$ cat src/rtl/global_cfg_broadcaster.sv
// rtl/global_cfg_broadcaster.sv - decodes vset{i}vl{i}, computes vl/vtype and splits vl across clusters
package global_cfg_broadcaster_pkg;
    typedef struct packed {
        logic       vill;
        logic       vma;
        logic       vta;
        logic [2:0] vsew;
        logic [2:0] vlmul;
    } vtype_t;

    localparam vtype_t VtypeIll = vtype_t'(9'h100);
endpackage

module global_cfg_broadcaster
    import global_cfg_broadcaster_pkg::*;
#(
    parameter int unsigned NrLanes    = 4,
    parameter int unsigned NrClusters = 4,
    parameter int unsigned VLEN       = 1024,
    parameter logic        RoundVl    = 1'b1,
    localparam int unsigned VLENB     = VLEN / 8,
    localparam int unsigned ELENB     = 8,
    localparam int unsigned VlW       = $clog2(VLEN * NrClusters) + 1
) (
    input  logic                                clk_i,
    input  logic                                rst_i,
    input  logic                                req_valid_i,
    output logic                                req_ready_o,
    input  logic [31:0]                         insn_i,
    input  logic [63:0]                         rs1_i,
    input  logic [63:0]                         rs2_i,
    output logic [VlW-1:0]                      vl_o,
    output vtype_t                              vtype_o,
    output logic [NrClusters-1:0][VlW-1:0]      cluster_vl_o,
    output logic [NrClusters-1:0]               cfg_valid_o,
    input  logic [NrClusters-1:0]               cfg_ready_i,
    output logic                                busy_o
);

    localparam int unsigned G  = NrLanes * NrClusters;
    localparam int unsigned GW = $clog2(G);
    localparam int unsigned LW = $clog2(NrLanes);

    typedef enum logic [1:0] {IDLE, SPLIT, BCAST} state_e;

    state_e                         state_q, state_d;
    logic [VlW-1:0]                 vl_q, vl_d;
    vtype_t                         vtype_q, vtype_d;
    logic [NrClusters-1:0][VlW-1:0] cluster_vl_q, cluster_vl_d;
    logic [NrClusters-1:0]          cfg_valid_q, cfg_valid_d;

    logic                           is_cfg;
    logic                           is_vsetvli, is_vsetivli, is_vsetvl;
    logic [4:0]                     rd_f, rs1_f;
    logic [7:0]                     zimm;
    logic                           illegal;
    int                             lmul_i;
    logic [VlW-1:0]                 vlmax, uimm;
    logic [64:0]                    avl_round;
    logic [VlW-1:0]                 new_vl;
    vtype_t                         new_vtype;

    logic [VlW-1:0]                 full, rem;
    int                             share;
    logic [NrClusters-1:0][VlW-1:0] split_vl;

    always_comb begin : decode
        is_vsetvli  = (insn_i[31] == 1'b0);
        is_vsetivli = (insn_i[31:30] == 2'b11);
        is_vsetvl   = (insn_i[31:25] == 7'b1000000);
        is_cfg      = (insn_i[6:0] == 7'b1010111) && (insn_i[14:12] == 3'b111) &&
                      (is_vsetvli || is_vsetivli || is_vsetvl);
        rd_f        = insn_i[11:7];
        rs1_f       = insn_i[19:15];
        uimm        = VlW'(rs1_f);
        zimm        = is_vsetvl ? rs2_i[7:0] : insn_i[27:20];
        lmul_i      = zimm[2] ? int'(zimm[2:0]) - 8 : int'(zimm[2:0]);

        illegal     = (is_vsetvl && (rs2_i[63:8] != '0)) ||
                      ((8'd1 << zimm[5:3]) > 8'(ELENB)) ||
                      (zimm[2:0] == 3'b100) ||
                      ((3 + lmul_i) < int'(zimm[5:3]));

        vlmax = VlW'(VLENB * NrClusters) >> zimm[5:3];
        if (!zimm[2]) vlmax = vlmax << zimm[1:0];
        else          vlmax = vlmax >> (4'd8 - {1'b0, zimm[2:0]});

        // Rounding is done at 65 bits so a huge rs1 cannot wrap below vlmax.
        if (RoundVl) avl_round = ({1'b0, rs1_i} + 65'(G - 1)) & ~65'(G - 1);
        else         avl_round = {1'b0, rs1_i};

        new_vtype = vtype_t'({1'b0, zimm});
        if (illegal) begin
            new_vl    = '0;
            new_vtype = VtypeIll;
        end else if (is_vsetivli) begin
            new_vl = (uimm > vlmax) ? vlmax : uimm;
        end else if (rs1_f == 5'd0 && rd_f == 5'd0) begin
            new_vl = vl_q;
        end else if (rs1_f == 5'd0) begin
            new_vl = vlmax;
        end else begin
            new_vl = (avl_round > 65'(vlmax)) ? vlmax : avl_round[VlW-1:0];
        end
    end

    // Elements are striped lane-by-lane, so cluster c owns rem slots c*NrLanes.. of the tail.
    always_comb begin : split
        split_vl = '0;
        share    = 0;
        full     = vl_q >> GW;
        rem      = vl_q & VlW'(G - 1);
        for (int c = 0; c < int'(NrClusters); c++) begin
            share = int'(rem) - c * int'(NrLanes);
            if (share < 0) share = 0;
            if (share > int'(NrLanes)) share = int'(NrLanes);
            split_vl[c] = (full << LW) + VlW'(share);
        end
    end

    always_comb begin : fsm
        state_d      = state_q;
        vl_d         = vl_q;
        vtype_d      = vtype_q;
        cluster_vl_d = cluster_vl_q;
        cfg_valid_d  = cfg_valid_q;
        case (state_q)
            IDLE: begin
                if (req_valid_i && is_cfg) begin
                    vl_d    = new_vl;
                    vtype_d = new_vtype;
                    state_d = SPLIT;
                end
            end
            SPLIT: begin
                cluster_vl_d = split_vl;
                cfg_valid_d  = '1;
                state_d      = BCAST;
            end
            BCAST: begin
                cfg_valid_d = cfg_valid_q & ~cfg_ready_i;
                if (cfg_valid_d == '0) state_d = IDLE;
            end
            default: state_d = IDLE;
        endcase
    end

    always_ff @(posedge clk_i) begin
        if (rst_i) begin
            state_q      <= IDLE;
            vl_q         <= '0;
            vtype_q      <= VtypeIll;
            cluster_vl_q <= '0;
            cfg_valid_q  <= '0;
        end else begin
            state_q      <= state_d;
            vl_q         <= vl_d;
            vtype_q      <= vtype_d;
            cluster_vl_q <= cluster_vl_d;
            cfg_valid_q  <= cfg_valid_d;
        end
    end

    assign req_ready_o  = (state_q == IDLE) && !rst_i;
    assign busy_o       = (state_q != IDLE);
    assign vl_o         = vl_q;
    assign vtype_o      = vtype_q;
    assign cluster_vl_o = cluster_vl_q;
    assign cfg_valid_o  = cfg_valid_q;

endmodule

$ cat config.mk
export PLATFORM = sky130hd
export DESIGN_NAME = global_cfg_broadcaster
export DESIGN_NICKNAME = d
export VERILOG_FILES = /design/src/rtl/global_cfg_broadcaster.sv
export SDC_FILE = /design/constraint.sdc
export NUM_CORES = 1
export LEC_CHECK = 0
export ABC_AREA = 1
export CAP_MARGIN = 20
export CELL_PAD_IN_SITES_DETAIL_PLACEMENT = 1
export CELL_PAD_IN_SITES_GLOBAL_PLACEMENT = 2
export CORE_UTILIZATION = 24
export CTS_BUF_LIST = sky130_fd_sc_hd__clkbuf_4 sky130_fd_sc_hd__clkbuf_8
export DETAILED_ROUTE_END_ITERATION = 7
export HOLD_SLACK_MARGIN = 0.02
export PLACE_DENSITY_LB_ADDON = 0.1
export SLEW_MARGIN = 5
export SYNTH_ARGS = -nofsm -noshare
export SYNTH_HDL_FRONTEND = slang
export SYNTH_SLANG_ARGS = --single-unit
$ cat constraint.sdc
create_clock -name clk_i -period 5.9 [get_ports clk_i]
set_clock_uncertainty 0.15 [all_clocks]
set_input_delay 0.59 -clock clk_i [delete_from_list [all_inputs] [get_ports clk_i]]
set_output_delay 0.59 -clock clk_i [all_outputs]
set_load 0.03 [all_outputs]
==> impl_metrics.yaml, run 1 <==
grt:
  grt_max_degree: 57
  grt_overflow: 0
  met3_usage_pct: 2.98
  grt_pass1_wl_um: 55300
  grt_pass1_vias: 9792
  met1_usage_pct: 26.2
  antenna_found_initial: 0
  top_usage_layer: "met2"
  grt_use_met2_pct: 38.1
  grt_use_total_pct: 21.2
critical_path:
  rr_endpoint: "cluster_vl_o[47]$_SDFFE_PP0N_"
  cpMaxStageDelayCell: "clkdlybuf4s50_1"
  required_ns: 6.03
  crit_type: "primary input to flop"
  crit_top_cell: "nand2_1"
  timing.rr.start: "vl_o[3]$_SDFFE_PP0P_"
  cp_max_fo: 18
  end_kind: "flop"
  rrSetupSlack_ns: 2.84
  slowest_delay_ns: 0.45
  cp-start-kind: "primary input"
  critPathArrivalTime_ns: 5.37
  reg2reg_depth: 11
pwr:
  power.total_w: 0.00207
  p_leak_nw: 4.54
  p_sw_w: 0.000886
  switching_share_pct: 42.8
  pwr-share-seq_pct: 32.0
  powerDensity_nw_per_um2: 187
  power_frac_comb_pct: 50.2
  clkPwrFrac_pct: 17.8
  peakVddDrop_mv: 0.129
  p_int_w: 0.00118
cells_and_area:
  multi_input_area_um2: 5630
  nFillCells: 4220
  drive_gt1_share_pct: 4.74
  syn_to_final_growth_pct: 38.2
  antenna_cells: 0
  nets: 1785
  seq_area_um2: 1520
timing:
  fin_crit_ns: 5.24
  period_share_pct: 88.7
  setup_violations: 0
  maxSlewViolCount: 0
  relSlewSlack_pct: 29.6
  hold_viol: 0
  tightest_slew_ns: 1.06
  timing.setup.tns_ns: 0
  rsz0062_at_grt: "false"
  max_freq_mhz: 191
placement:
  io_buffers: 242
  hpwl_um: 30400
  place_congestion: 0.849
drt:
  first_pass_iters: 4
  routed_wl_um: 35700
  via_per_inst: 4.72
  drtIter0Drc: 399
  ant_nets: 0
  drc: 0
  post_drt_wl_per_cell_um: 17.7
  vias: 9539
run_status:
  run_status: "finished clean"
clocking:
  cts.path.max_buffers: 2
  numCtsBuffers: 9
  hold_buffers: 0
  cts_tree: "yes"
  cts.sinks: 76
  clk_latency_ns: 0.37
  ctsResizeCount: 0
  htreeDepth: 3
  clk_pin_slew_worst_paths_ns: 0.07
  cts_root_buf: "clkbuf_8"
  postCtsSetupBuffers: 0
min_path:
  worstHoldStart: "vtype_o[5]$_SDFFE_PP0P_"
  holdCritPathClass: "flop to flop"
  holdPathStages: 2
  min_to: "vtype_o[5]$_SDFFE_PP0P_"
synthesis:
  synth-seq-cells: 76
  synth.avg_cell_area_um2: 5.92
  synthCells: 1348
  synth_area_um2: 7990
  ys_warn_count: 0
  yosys.cell_types.count: 54
  yosysSeqAreaShare_pct: 19.1
floorplan:
  initial_utilization_pct: 24.5
  num_rows: 66
  die_x_um: 184
  pin_count: 247
  die_h_um: 184
  dieArea_um2: 34000
  core_area_um2: 32600
run:
  cap_viol_max_count: 0
[worst max path at each step]
stage | from | end | slack [ns]
2_1_floorplan | insn_i[30] | vl_o[0]$_SDFFE_PP0P_ | 1.46
3_5_place_dp | insn_i[30] | vl_o[0]$_SDFFE_PP0P_ | 0.28
6_report | insn_i[30] | vl_o[0]$_SDFFE_PP0P_ | 0.66
5_1_grt | insn_i[25] | vl_o[4]$_SDFFE_PP0P_ | 0.09
3_3_place_gp | insn_i[30] | vl_o[0]$_SDFFE_PP0P_ | 0.41
4_1_cts | insn_i[30] | vl_o[0]$_SDFFE_PP0P_ | 0.63
[power groups by stage]
stage | sequential (W) | clock (W) | combinational (W)
6_report | 0.000663 | 0.000368 | 0.00104
5_1_grt | 0.000675 | 0.000409 | 0.00115
4_1_cts | 0.000665 | 0.000382 | 0.00105
3_5_place_dp | 0.000676 | 0 | 0.00105
3_3_place_gp | 0.000673 | 0 | 0.00104
2_1_floorplan | 0.000842 | 0 | 0.000417
[registers in the layout, summed over array words and instances, names as in the netlist]
name,count
cfg_valid_o,4
vl_o,13
vtype_o,9
state_q,2
cluster_vl_o,48
[routing by layer]
layer  vias up  wire length (um)
li1       4856                 -
met3        34              1580
met5         -                 0
met1      4440             16100
met2       209             17400
met4         0               671
[cell families (layout without fill, tap and decap cells)]
group / after synthesis / count (layout) / synth area share (%)
XOR/XNOR: 66 / 66 / 7.33
AND/OR/NAND/NOR: 788 / 788 / 45.4
adder cells (fa/ha/maj): 41 / 41 / 6.71
AO/OA/AOI/OAI: 158 / 158 / 10.9
other: 2 / 6 / 0.0940
buffers and inverters: 217 / 446 / 10.6
flip-flops: 76 / 76 / 19.1
[placed cells by master (no fill, tap or decap), types with 3 or more instances in the layout]
| master | count |
|---|---|
| fa_1 | 3 |
| nand2_1 | 303 |
| inv_2 | 3 |
| xor2_1 | 56 |
| ha_1 | 38 |
| or2_2 | 7 |
| nor4_1 | 22 |
| nand4_1 | 41 |
| clkbuf_8 | 10 |
| o211ai_1 | 5 |
| dfxtp_1 | 76 |
| nand3_1 | 140 |
| or2_1 | 3 |
| nor3_1 | 48 |
| nor2_2 | 9 |
| conb_1 | 6 |
| clkdlybuf4s50_1 | 241 |
| nand2_4 | 5 |
| nand2_2 | 9 |
| a21oi_1 | 68 |
| a211oi_1 | 4 |
| a31oi_1 | 3 |
| buf_4 | 7 |
| o21ai_0 | 61 |
| inv_1 | 175 |
| o21ai_2 | 3 |
| nor2_1 | 168 |
| nor3_2 | 5 |
| nand3b_1 | 8 |
| clkinv_1 | 3 |
| xnor2_1 | 9 |
| and2_1 | 3 |
| nor3b_1 | 7 |
| nor2_4 | 4 |
[metrics by stage]
stage                     cell area [um2]  cells  util (%)  worst slack, ns  hold WS [ns]
after CTS                           11000   2023      33.8            0.628         0.319
after global routing                11000   2023      33.8           0.0864         0.341
after detailed placement            10900   2008      33.3            0.280         0.306
after global placement              10900   2008      33.3            0.405         0.294
after floorplan                      8000   1352         -             1.46         0.369
final                               11000   2023      33.8            0.664         0.311
[synthesized netlist by cell type, drive strengths merged]
cell type	count	area, um2
buf	11	68.8
clkbuf	24	91.3
o221ai	1	8.76
a21boi	2	15.0
xnor2	9	78.8
xor2	57	507
a311o	1	10.0
o2bb2ai	1	8.76
nor4	22	138
o21ai	66	342
o21a	1	7.51
nand3	141	711
o21bai	1	7.51
ha	38	475
a21oi	70	358
inv	179	674
nand3b	8	60.1
a31oi	3	18.8
a211oi	4	30.0
conb	2	7.51
and3	2	12.5
nand4	41	257
fa	3	60.1
nor3	55	323
clkinv	3	11.3
a2bb2oi	1	8.76
nand2	317	1250
o22a	1	8.76
o22ai	1	6.26
and2	3	18.8
nor3b	7	52.6
o211ai	5	37.5
or2	11	68.8
dfxtp	76	1520
nor2	181	732
[area by class of cell]
cell class,instances,share of cell area (%)
inverters,182,6.21
repair buffers,249,22.4
multi-input cells,1059,51.0
well taps,442,5.01
clock buffers,11,1.32
clock inverters,4,0.238
flip-flops and latches,76,13.8
[critical path, delay by kind of cell]
family                   cells  cell delay [ns]
AND/OR/NAND/NOR             15             2.19
buffers and inverters        3             0.89
AO/OA/AOI/OAI                5             0.85
adder cells (fa/ha/maj)      2             0.79
(Power assumes the default switching activity.)
==> run 2, diff against run 1 <==
Settings changed: CTS_CLUSTER_SIZE set to 14.
==> results of run 2 <==
Same layout as run 1: the final DEF is identical, and so are final timing and power.
